--- src/rtl/regfile_wb_arbiter.sv ---
// rtl/regfile_wb_arbiter.sv - register-file write-port arbiter with pending-write scoreboard
module regfile_wb_arbiter #(
  parameter int XLEN = 32,
  parameter int NREG = 32,
  parameter int AW   = 5
) (
  input  logic            clock,
  input  logic            reset,
  input  logic            a_valid,
  input  logic [AW-1:0]   a_rd,
  input  logic [XLEN-1:0] a_data,
  output logic            a_ready,
  input  logic            b_valid,
  input  logic [AW-1:0]   b_rd,
  input  logic [XLEN-1:0] b_data,
  output logic            b_ready,
  input  logic            issue_valid,
  input  logic [AW-1:0]   issue_rd,
  output logic            issue_ready,
  input  logic [AW-1:0]   rs1_addr,
  input  logic [AW-1:0]   rs2_addr,
  output logic            rs1_busy,
  output logic            rs2_busy,
  output logic            wr_en,
  output logic [AW-1:0]   wr_addr,
  output logic [XLEN-1:0] wr_data,
  output logic [NREG-1:0] pending
);

  typedef enum logic {PTR_A = 1'b0, PTR_B = 1'b1} ptr_e;

  ptr_e            ptr_q, ptr_d;
  logic [NREG-1:0] pending_q, pending_d;
  logic            wr_en_q, wr_en_d;
  logic [AW-1:0]   wr_addr_q, wr_addr_d;
  logic [XLEN-1:0] wr_data_q, wr_data_d;
  logic            a_xfer, b_xfer, issue_xfer;

  always_ff @(posedge clock or posedge reset) begin
    if (reset) begin
      ptr_q     <= PTR_A;
      pending_q <= '0;
      wr_en_q   <= 1'b0;
      wr_addr_q <= '0;
      wr_data_q <= '0;
    end else begin
      ptr_q     <= ptr_d;
      pending_q <= pending_d;
      wr_en_q   <= wr_en_d;
      wr_addr_q <= wr_addr_d;
      wr_data_q <= wr_data_d;
    end
  end

  // The pointer only moves when both sources compete, so a lone source never loses its turn.
  always_comb begin
    a_ready = 1'b0;
    b_ready = 1'b0;
    ptr_d   = ptr_q;
    if (!reset) begin
      if (a_valid && b_valid) begin
        if (ptr_q == PTR_A) begin
          a_ready = 1'b1;
          ptr_d   = PTR_B;
        end else begin
          b_ready = 1'b1;
          ptr_d   = PTR_A;
        end
      end else begin
        a_ready = a_valid;
        b_ready = b_valid;
      end
    end
  end

  assign a_xfer      = a_valid && a_ready;
  assign b_xfer      = b_valid && b_ready;
  assign issue_ready = !reset && ((issue_rd == '0) || !pending_q[issue_rd]);
  assign issue_xfer  = issue_valid && issue_ready && (issue_rd != '0);

  always_comb begin
    wr_en_d   = 1'b0;
    wr_addr_d = wr_addr_q;
    wr_data_d = wr_data_q;
    if (a_xfer && (a_rd != '0)) begin
      wr_en_d   = 1'b1;
      wr_addr_d = a_rd;
      wr_data_d = a_data;
    end else if (b_xfer && (b_rd != '0)) begin
      wr_en_d   = 1'b1;
      wr_addr_d = b_rd;
      wr_data_d = b_data;
    end
  end

  // Clear before set: a clear and a set of different registers in one cycle both land.
  always_comb begin
    pending_d = pending_q;
    if (b_xfer) begin
      pending_d[b_rd] = 1'b0;
    end
    if (issue_xfer) begin
      pending_d[issue_rd] = 1'b1;
    end
    pending_d[0] = 1'b0;
  end

  // The write-stage term covers the cycle where a value is granted but not yet in the file.
  assign rs1_busy = (rs1_addr != '0) &&
                    (pending_q[rs1_addr] || (wr_en_q && (wr_addr_q == rs1_addr)));
  assign rs2_busy = (rs2_addr != '0) &&
                    (pending_q[rs2_addr] || (wr_en_q && (wr_addr_q == rs2_addr)));

  assign wr_en   = wr_en_q;
  assign wr_addr = wr_addr_q;
  assign wr_data = wr_data_q;
  assign pending = pending_q;

endmodule

--- config.mk ---
export PLATFORM = sky130hd
export DESIGN_NAME = regfile_wb_arbiter
export DESIGN_NICKNAME = d
export VERILOG_FILES = /design/src/rtl/regfile_wb_arbiter.sv
export SDC_FILE = /design/constraint.sdc
export NUM_CORES = 1
export LEC_CHECK = 0
export CORE_MARGIN = 1.5
export CORE_UTILIZATION = 44
export CTS_CLUSTER_SIZE = 14
export DETAILED_ROUTE_END_ITERATION = 6
export GPL_TIMING_DRIVEN = 0
export PLACE_DENSITY = 0.81
export RECOVER_POWER = 25
export SLEW_MARGIN = 15
export SYNTH_ARGS = -nofsm -noshare
export SYNTH_HDL_FRONTEND = slang
export SYNTH_SLANG_ARGS = --single-unit
--- constraint.sdc ---
create_clock -name clock -period 4.96 [get_ports clock]
set_clock_uncertainty 0.2 [all_clocks]
set_input_delay 0.992 -clock clock [delete_from_list [all_inputs] [get_ports clock]]
set_output_delay 0.992 -clock clock [all_outputs]
set_load 0.01 [all_outputs]
Word-level counts from Yosys, hierarchy flattened --
Cells that the tools add are included.
Cells by class: $add $sub $neg 0, $mul 0, divide/modulo/power cells 0, order comparisons 6, equality and inequality tests 2, shifts and indexed selects 0, muxes and demuxes 24, bitwise gates (word level) 4, reductions and logical operators 27
Operator list (number):
- $mux W32 | 4
- $and A32 B32 Y32 | 1
- $not A32 Y32 | 1
- $or A32 B32 Y32 | 1
- $reduce_bool A5 Y1 | 5
- $lt A5 B6 Y1 const B | 4
- $bmux W1 S5 | 3
- $logic_and A1 B1 Y1 | 14
- $mux W1 | 13
- $demux W1 S5 | 2
- $eq A5 B5 Y1 | 2
- $ge A5 B1 Y1 const B | 2
- $mux W5 | 2
- $logic_not A5 Y1 | 1
- $logic_or A1 B1 Y1 | 3
- $logic_not A1 Y1 | 2
- $reduce_and A2 Y1 | 1
- $reduce_bool A2 Y1 | 1
- $not A1 Y1 | 1
Word-level totals: register bits after elaboration 70, latch bits 0, bits in writable memories 0, bits in read-only memories 0, bits of input ports 94, output and inout port bits 75, logic and storage cells 68, memories 0

Depth between registers and ports, before layout --
Gate-level depths: netlist of the first run.
depth in word-level cells 9, depth in mapped cells 8, mapped depth without buffers 5

Least setup slack after synthesis of the first run --
Ideal clock, no wire load.
path type input -> output, start point in reset, end point out b_ready, arrival 3021 ps, required time 3768 ps, slack 747 ps, stages 3, buffers on the path 1, cells stage by stage inv_1 -> and3_1 -> buf_2
Between the ends: longest elaborated chain between the ends 1
RTL lines:
- from (decl) | RTL line 8 | input logic reset,
- $mux W1 | RTL line 60 | if (!reset) begin
- to (decl) | RTL line 16 | output logic b_ready,
Every way passes these cells.

Final worst setup path of the first run --
start point in issue_rd[0], end point out issue_ready
Between the ends: longest elaborated chain between the ends 5, elaborated cells between the ends (all ways) 6, those cells by class 2 x mux; 4 x reduce/logical
RTL lines:
- from (decl) | RTL line 18 | input logic [AW-1:0] issue_rd,
- $bmux W1 S5 | RTL line 78 | assign issue_ready = !reset && ((issue_rd == '0) || !pending_q[issue_rd]);
- $mux W1 (not written as such) | RTL line 78
- $logic_not A1 Y1 | RTL line 78
- $logic_or A1 B1 Y1 (*) | RTL line 78
- $logic_and A1 B1 Y1 (*) | RTL line 78
- to (decl) | RTL line 19 | output logic issue_ready,
Mark *: on every way between the ends. The rest lies on a longest branch, timed or not. The select of a mux whose other input is x is not followed.

==> results of run 1 <==
## flip-flops by register name, summed over array words and instances (netlist names)
signal and cells:
pending 31, ptr_q 1, wr_addr 5, wr_data 32, wr_en 1
## worst paths after layout
check,startpoint,to,slack (ps),cells past startpoint
max in group asynchronous,reset,pending[19],2910,3
min,ptr_q,ptr_q,310,1
min in group asynchronous,reset,wr_data[0],1090,2
max reg2reg,pending[10],pending[10],2790,3
min reg2reg,ptr_q,ptr_q,310,1
max,issue_rd[0],issue_ready,140,7
## power breakdown
part / switching [mW] / internal, mW / leakage, nW
Clock: 0.208 / 0.265 / 0.100
Combinational: 0.401 / 0.546 / 1.52
Sequential: 0.153 / 0.727 / 0.869
## layout make-up
type	instances	area, um^2	area share
clock buffer	12	165	0.0267
clock inverter	1	30.0	0.00485
buffer	29	183	0.0295
multi-input combinational	302	2280	0.368
sequential	70	1750	0.283
inverter	4	17.5	0.00283
timing repair buffer	158	1600	0.258
tap	129	161	0.0261
## stage by stage
step / std cells / area, um^2 / power (mW) / utilization / hold slack, ps
final: 705 / 6190 / 2.30 / 0.666 / 309
after floorplan: 405 / 4220 / 1.29 / - / 280
after global placement: 691 / 5950 / 1.79 / 0.641 / 296
after CTS: 705 / 6180 / 2.30 / 0.665 / 317
after detailed placement: 692 / 5980 / 1.82 / 0.644 / 307
after global routing: 705 / 6190 / 2.42 / 0.666 / 347
## critical path: stages
cell	delay, ps
clkdlybuf4s50_1	610
buf_6	210
mux4_2	560
a311oi_1	310
a31oi_1	90
a2111oi_2	280
clkdlybuf4s50_1	590
## cell families (layout without fill, tap and decap cells)
group                  count (synthesis)  after routing  synth area share
XOR/XNOR                              11             11            0.0228
multiplexers                          65             65             0.218
other                                  1              1          0.000889
buffers and inverters                 33            204            0.0463
AO/OA/AOI/OAI                        124            124             0.168
flip-flops                            70             70             0.415
AND/OR/NAND/NOR                      101            101             0.129
## timing repair
| item | CTS | global route |
|---|---|---|
| endpoints found under the setup margin | 0 | 1 |
| hold buffers | 0 | 0 |
| resized for setup | 0 | 2 |
## routing by layer
layer / vias up / share of wire / wire [um]
met5: - / 0 / 0
met4: 0 / 0.033 / 459
met3: 39 / 0.082 / 1160
met2: 241 / 0.50 / 7090
met1: 1992 / 0.38 / 5370
li1: 1848 / - / -
## cell usage in the layout, fill, tap and decap left out, types with 3 or more instances in the layout
| master | count |
|---|---|
| nand2b_1 | 4 |
| mux2i_1 | 42 |
| o21ai_0 | 64 |
| o21ai_1 | 36 |
| nand3_1 | 6 |
| mux4_1 | 4 |
| nand3b_1 | 9 |
| buf_2 | 9 |
| clkbuf_1 | 11 |
| nand2_1 | 48 |
| xnor2_1 | 7 |
| dfrtp_1 | 70 |
| xor2_1 | 4 |
| nor2_1 | 7 |
| mux2_2 | 3 |
| clkdlybuf4s50_1 | 156 |
| or4_1 | 6 |
| buf_6 | 6 |
| clkbuf_8 | 13 |
| or3_4 | 3 |
| inv_1 | 3 |
| a21oi_1 | 3 |
| mux4_2 | 16 |
==> metrics.yaml, run 1 <==
hp-class: "reg2reg"
cts_tree: "built"
drv_slew: 0
globalRouteOverflowTotal: 0
layout.nets: 668
grt_pass1_vias: 4088
critPathLaunchType: "input pin"
status: "completed"
core_area_um2: 9280
netlist.area_leader.share: 0.415
syn_nets: 499
drive_above_1_share: 0.109
grt_pass1_wl_um: 21900
cts_made_buffers: 9
routedWlPerCell_um: 20.0
grtUsageTotal: 0.283
yosysMostFrequentCell: "dfrtp_1"
relSlewSlack: 0.608
ant_nets: 0
min_period_over_period: 0.972
hpwl_um: 10600
vias_per_cell: 5.84
use_met1: 0.370
fillers: 736
maxCapViolations: 0
preCtsSetupSlack_ps: 103
clk_latency_ps: 350
port_buffers: 157
arrival_ps: 3630
ys.flop_type: "dfrtp_1"
grt_use_met3: 0.0659
required_ps: 3770
crit_fanout: 10
fmax_ghz: 0.207
vias: 4120
die_width_um: 101
cts_root_buf: "clkbuf_8"
clk_path_buf_depth: 2
fin_ws_ps: 139
syn_area_um2: 4220
cts_sinks: 70
dieArea_um2: 10200
fp.dieH_um: 101
leakage_nw: 2.49
netlist_top_cells_count: "dfrtp_1 (70), o21ai_0 (64), nand2_1 (48)"
synth-edff-count: 0
syn_avg_cell_area_um2: 10.4
antenna_found_initial: 0
tns_ps: 0
setup_violations: 0
htree_levels: 3
synth_top_cell_by_area: "dfrtp_1"
path_clk_slew_ps: 70
irDropWorstVdd_mv: 0.212
power.density_nw_per_um2: 372
path_class: "in2out"
synth.area.top_cells: "dfrtp_1 (42%), mux2i_1 (10%), mux4_2 (8.5%)"
cp-end-kind: "output pin"
ios: 169
post-cts-setup-buffers: 0
drt_iter0_drc: 317
synth-async-reset-ratio: 1.00
num_antenna_cells: 0
use_met2: 0.446
yosysSeqAreaShare: 0.415
drc: 0
grt_max_degree: 52
ys_ff_latch: 70
yosysWarnings: 0
syn_to_final_growth_pct: 46.6
ys_types: 55
post-route-min-period_ps: 4820
hold_viol_final: 0
rows: 35
drtPass1Iterations: 5
drt-total-wl_um: 14100
initial_core_util: 0.454
syn_inst: 405
gp_congestion: 0.919
rsz0062_at_grt: "false"
grt.busiest_layer: "met2"
worstMarginPinSlew_ps: 587
Note: power is estimated with default switching activity, not from simulation.
==> run 2, diff against run 1 <==
ABC_AREA = 1   (was default)
CORE_UTILIZATION = 46   (was 44)
PLACE_DENSITY = 0.82   (was 0.81)
==> run 2 against run 1 <==
  * Register-to-register slack better by 290 ps
  * Synthesized area is 12% higher
  * Highest routed layer is now met5
  * Global-route usage is 3.9 points higher
  * First-iteration DRC count is 64% higher
  * Combinational power is 9.8% higher
  * Setup slack better by 340 ps
  * Critical path type unchanged
  * Synthesized cell count is 68% higher
  * Maximum frequency is 7.7% higher
  * Flip-flop and latch count stayed put
  * Sequential share of layout area is 2.4 points lower
==> metrics.yaml, run 2 <==
ys_ff_latch: 70  # unchanged
path_class: "in2out"  # unchanged
cts_tree: "built"  # unchanged
cp_cell_sequence: "clkdlybuf4s50_1, clkbuf_1, nor2_1, nand2_1, nand4_1, nand3_1, nand2_1, nand2_1, nand3_1, nand2_1, inv_1, clkdlybuf4s50_1"  # was clkdlybuf4s50_1, buf_6, mux4_2, a311oi_1, a31oi_1, a2111oi_2, clkdlybuf4s50_1
critPathLaunch: "rs2_addr[1]"  # was issue_rd[0]
arrival_ps: 3280  # was 3630 ps
ios: 169  # unchanged
p_int_mw: 1.44  # was 1.54 mW
syn_to_final_growth_pct: 42.5  # was 46.6%
yosysWarnings: 0  # unchanged
setup_violations: 0  # unchanged
grt_pass1_vias: 5667  # was 4088
grtUsageTotal: 0.322  # was 0.283
drt-total-wl_um: 17300  # was 14100 um
maxCapViolations: 0  # unchanged
p_switching_uw: 923  # was 762 uW
ant_nets: 0  # unchanged
clkPwrFrac: 0.177  # was 0.206
synth_top_cell_by_area: "dfrtp_1"  # unchanged
rows: 36  # was 35
largest_register_ffs: 32  # unchanged
synth-edff-count: 0  # unchanged
cp-end-kind: "output pin"  # unchanged
die_width_um: 104  # was 101 um
worst_path_max_delay_cell: "clkdlybuf4s50_1"  # unchanged
yosysSeqAreaShare: 0.370  # was 0.415
syn_inst: 680  # was 405
post-cts-setup-buffers: 0  # unchanged
cts_sinks: 70  # unchanged
antenna_found_initial: 1  # was 0
initial_core_util: 0.480  # was 0.454
drtPass1Iterations: 7  # was 5
rsz0062_at_grt: "false"  # unchanged
crit_fanout: 10  # unchanged
netlist_top_cells_count: "nand2_1 (167), nor2_1 (78), o21ai_0 (78)"  # was dfrtp_1 (70), o21ai_0 (64), nand2_1 (48)
hpwl_um: 13400  # was 10600 um
reg2reg_to: "pending[24]"  # was pending[10]
hold_viol_final: 0  # unchanged
dieArea_um2: 10900  # was 10200 um^2
globalRouteOverflowTotal: 0  # unchanged
min_to: "wr_data[20]"  # was ptr_q
ys_types: 33  # was 55
total_power_mw: 2.36  # was 2.30 mW
cts_made_buffers: 9  # unchanged
grt_pass1_wl_um: 28100  # was 21900 um
ctsHoldBuffers: 0  # unchanged
reg2regPathDepth: 12  # was 3
worstMarginPinSlew_ps: 512  # was 587 ps
drt_iter0_drc: 519  # was 317
swShare: 0.391  # was 0.331
fillers: 824  # was 736
drv_slew: 0  # unchanged
holdPathStages: 2  # was 1
fp.dieH_um: 104  # was 101 um
r2r_setup_slack_ps: 3080  # was 2790 ps
clk_path_buf_depth: 2  # unchanged
min_from: "wr_data[20]"  # was ptr_q
leakage_nw: 2.95  # was 2.49 nW
postPlaceCellArea_um2: 6570  # was 5980 um^2
fmax_ghz: 0.223  # was 0.207 GHz
crit_top_cell: "nand2_1"  # was clkdlybuf4s50_1
pwr-share-comb: 0.439  # was 0.412
grt_max_degree: 62  # was 52
synth.area.top_cells: "dfrtp_1 (37%), nand2_1 (13%), o21ai_0 (8.2%)"  # was dfrtp_1 (42%), mux2i_1 (10%), mux4_2 (8.5%)
critPathLaunchType: "input pin"  # unchanged
fin_area_um2: 6750  # was 6190 um^2
timing.rr.start: "pending[13]"  # was pending[10]
syn_area_um2: 4740  # was 4220 um^2
layout_commonest_cell: "nand2_1"  # was clkdlybuf4s50_1
power.density_nw_per_um2: 350  # was 372 nW/um^2
vias_per_cell: 5.75  # was 5.84
post-route-min-period_ps: 4480  # was 4820 ps
yosysMostFrequentCell: "nand2_1"  # was dfrtp_1
path_clk_slew_ps: 80  # was 70 ps
clk_latency_ps: 360  # was 350 ps
mostFrequentLayoutCells: "nand2_1 (167), clkdlybuf4s50_1 (163), nor2_1 (78), o21ai_0 (78), nand3_1 (77)"  # was clkdlybuf4s50_1 (156), dfrtp_1 (70), o21ai_0 (64)
status: "completed"  # unchanged
timing.hold.ws_ps: 323  # was 309 ps
syn_avg_cell_area_um2: 6.96  # was 10.4 um^2
irDropWorstVdd_mv: 0.238  # was 0.212 mV
ys.flop_type: "dfrtp_1"  # unchanged
syn_nets: 774  # was 499
relSlewSlack: 0.657  # was 0.608
seqPwrFrac: 0.384  # was 0.383
netlist.area_leader.share: 0.370  # was 0.415
drive_above_1_share: 0.0906  # was 0.109
num_antenna_cells: 0  # unchanged
hp-class: "reg2reg"  # unchanged
synth-async-reset-ratio: 1.00  # unchanged
cts.repair.resized: 0  # unchanged
fin_ws_ps: 484  # was 139 ps
core_area_um2: 9860  # was 9280 um^2
layout.nets: 950  # was 668
drc: 0  # unchanged
slowest_delay_ps: 520  # was 610 ps
required_ps: 3770  # about the same
routedWlPerCell_um: 17.4  # was 20.0 um
preCtsSetupSlack_ps: 556  # was 103 ps
cts_root_buf: "clkbuf_8"  # unchanged
htree_levels: 3  # unchanged
port_buffers: 164  # was 157
utilization: 0.684  # was 0.666
min_period_over_period: 0.903  # was 0.972
gp_congestion: 1.01  # was 0.919
vias: 5720  # was 4120
[run 2: changes by cell type after synthesis, sizes merged, moves of 8 or more]
cell and change:
nand3 +100, o21ai +12, nand2 +124, a21oi +13, nor3 +8, mux2i -42
nand3b -9, nor2 +73, mux4 -20, inv +50
[run 2: how the worst max path moves through the flow]
stage,end,slack [ps],cells after the start
2_1_floorplan,b_ready,1470,3
3_3_place_gp,b_ready,-90,5
3_5_place_dp,rs2_busy,560,12
4_1_cts,rs2_busy,550,12
5_1_grt,rs1_busy,290,12
6_report,rs2_busy,480,12
[run 2: stage by stage]
step / TNS [ps] / instances
after global routing: 0 / 994
after global placement: -105 / 977
final: 0 / 994
after CTS: 0 / 994
after floorplan: 0 / 680
after detailed placement: 0 / 978
[run 2: kinds of logic after synthesis]
logic type,share of synthesized area
simple gates,0.368
compound gates,0.166
other cells,0.000792
flops,0.370
buf+inv,0.0933
xor+xnor,0.00185
[run 2: routing by layer]
layer / routed length, um / vias to the layer above / track usage
met5: 10 / - / 0
met4: 697 / 2 / 0.165
met2: 8150 / 379 / 0.525
li1: - / 2619 / -
met3: 1840 / 70 / 0.0708
met1: 6600 / 2650 / 0.401
[run 2: final cells by class]
class,instances,area [um^2],share of cell area
multi-input combinational,522,2540,0.377
sequential,70,1750,0.260
timing repair buffer,165,1670,0.247
buffer,34,234,0.0347
inverter,54,210,0.0312
tap,133,166,0.0247
clock buffer,9,124,0.0184
clock inverter,7,50.0,0.00742
[run 2: power groups by stage]
stage	logic, mW	registers, mW	clock network (mW)
final	1.04	0.907	0.419
after global routing	1.13	0.921	0.456
after CTS	1.03	0.899	0.422
after detailed placement	1.03	0.904	0
after global placement	1.00	0.901	0
after floorplan	0.419	0.930	0
[run 2: worst max-delay path, delay by kind of cell]
kind | cells | cell delay [ps]
buffers and inverters | 4 | 1270
AND/OR/NAND/NOR | 8 | 1030
==> run 3, diff against run 2 <==
CORE_ASPECT_RATIO = 1.4   (was default)
==> run 3 against run 2 <==
  * Combinational power about the same
  * Total power up 10%
  * Largest power group unchanged
  * Highest routed layer is now met4
  * Critical path type unchanged
  * Clock power up 56%
==> metrics.yaml, run 3 (synthesis results as in run 2) <==
status: "completed"  # unchanged
clk_path_buf_depth: 2  # unchanged
dieArea_um2: 10900  # about the same
fillers: 856  # was 824
path_clk_slew_ps: 60  # was 80 ps
fmax_ghz: 0.221  # was 0.223 GHz
hold_viol_final: 0  # unchanged
layout.nets: 950  # unchanged
path_class: "in2out"  # unchanged
critPathLaunchType: "input pin"  # unchanged
clk_latency_ps: 330  # was 360 ps
worst_path_max_delay_cell: "dlygate4sd3_1"  # was clkdlybuf4s50_1
post-route-min-period_ps: 4530  # was 4480 ps
mostFrequentLayoutCells: "nand2_1 (167), clkdlybuf4s50_1 (163), nor2_1 (78), o21ai_0 (78), nand3_1 (77)"  # unchanged
grt.busiest_layer: "met2"  # unchanged
grt_pass1_wl_um: 27000  # was 28100 um
cts.repair.resized: 0  # unchanged
path_buf_inv: 4  # unchanged
fp.dieH_um: 123  # was 104 um
drc: 0  # unchanged
crit_fanout: 65  # was 10
drive_above_1_share: 0.0895  # was 0.0906
cts_tree: "built"  # unchanged
drt_iter0_drc: 535  # was 519
drt-total-wl_um: 17500  # was 17300 um
htree_levels: 3  # unchanged
r2r_setup_slack_ps: 3090  # was 3080 ps
relSlewSlack: 0.656  # was 0.657
port_buffers: 164  # unchanged
cp-end-kind: "output pin"  # unchanged
cts_root_buf: "clkbuf_16"  # was clkbuf_8
fin_area_um2: 6870  # was 6750 um^2
cts_made_buffers: 9  # unchanged
timing.rr.start: "pending[29]"  # was pending[13]
initial_core_util: 0.476  # was 0.480
postPlaceCellArea_um2: 6580  # was 6570 um^2
rows: 43  # was 36
holdPathStages: 2  # unchanged
leakage_nw: 3.01  # was 2.95 nW
worstMarginPinSlew_ps: 517  # was 512 ps
vias: 5655  # was 5720
min_period_over_period: 0.914  # was 0.903
fin_ws_ps: 428  # was 484 ps
grt_max_degree: 66  # was 62
tns_ps: 0  # unchanged
globalRouteOverflowTotal: 0  # unchanged
rsz0062_at_grt: "false"  # unchanged
use_met1: 0.360  # was 0.401
hp-class: "reg2reg"  # unchanged
ctsHoldBuffers: 0  # unchanged
timing.hold.ws_ps: 321  # was 323 ps
hpwl_um: 13500  # was 13400 um
grt_use_met3: 0.0754  # was 0.0708
critical_path.endpoint: "b_ready"  # was rs2_busy
drtPass1Iterations: 7  # unchanged
antenna_found_initial: 0  # was 1
utilization: 0.691  # was 0.684
cp.depth: 6  # was 12
core_area_um2: 9950  # was 9860 um^2
reg2reg_to: "pending[12]"  # was pending[24]
preCtsSetupSlack_ps: 564  # was 556 ps
num_antenna_cells: 0  # unchanged
required_ps: 3770  # about the same
gp_congestion: 0.979  # was 1.01
use_met2: 0.583  # was 0.525
grtUsageTotal: 0.330  # was 0.322
ios: 169  # unchanged
irDropWorstVdd_mv: 0.268  # was 0.238 mV
vias_per_cell: 5.68  # was 5.75
ant_nets: 0  # unchanged
maxCapViolations: 0  # unchanged
arrival_ps: 3340  # was 3280 ps
post-cts-setup-buffers: 0  # unchanged
grt_pass1_vias: 5494  # was 5667
cp_cell_sequence: "dlygate4sd3_1, clkinvlp_2, buf_16, nand2_1, a21oi_4, clkdlybuf4s50_1"  # was clkdlybuf4s50_1, clkbuf_1, nor2_1, nand2_1, nand4_1, nand3_1, nand2_1, nand2_1, nand3_1, nand2_1, inv_1, clkdlybuf4s50_1
cp_top_family: "buffers and inverters"  # unchanged
slowest_delay_ps: 630  # was 520 ps
drv_slew: 0  # unchanged
routedWlPerCell_um: 17.6  # was 17.4 um
setup_violations: 0  # unchanged
cts_sinks: 70  # unchanged
syn_to_final_growth_pct: 45.1  # was 42.5%
critPathLaunch: "reset"  # was rs2_addr[1]
die_width_um: 88.8  # was 104 um
reg2regPathDepth: 12  # unchanged
largest_register_ffs: 32  # unchanged
power.density_nw_per_um2: 378  # was 350 nW/um^2
layout_commonest_cell: "nand2_1"  # unchanged
[run 3: tightest hold or removal path: stages (launching register included)]
cell and delay (ps):
dfrtp_1 340, nand3_1 80, o21ai_0 70
[run 3: final cells by class]
cell class	instances	area (um^2)	share of cell area
multi-input cells	522	2540	0.370
clock inverters	5	58.8	0.00856
inverters	54	209	0.0304
repair buffers	165	1670	0.243
plain buffers	34	234	0.0340
well taps	135	169	0.0246
flip-flops and latches	70	1750	0.255
clock buffers	10	239	0.0348
[run 3: report_power, final]
part	switching, mW	internal, mW	leakage, nW
sequential	0.180	0.733	0.870
combinational	0.508	0.526	2.00
clock	0.252	0.401	0.141
total	0.940	1.66	3.01
[run 3: routing by layer]
layer	routed length, um	up-vias
met5	0	-
met4	844	0
met3	1440	53
met2	8950	303
met1	6290	2676
li1	-	2623
[run 3: worst min-delay path by stage]
stage                start          end  slack (ps)
2_1_floorplan  wr_data[30]  wr_data[30]         350
3_3_place_gp   wr_data[29]  wr_data[29]         300
3_5_place_dp   wr_data[31]  wr_data[31]         310
4_1_cts        wr_data[31]  wr_data[31]         320
5_1_grt        wr_data[15]  wr_data[15]         330
6_report       wr_data[31]  wr_data[31]         320
[run 3: through the flow]
stage	instances	power [mW]
3_3_place_gp	979	1.91
6_report	995	2.60
3_5_place_dp	980	1.94
4_1_cts	995	2.59
5_1_grt	995	2.73
2_1_floorplan	680	1.35
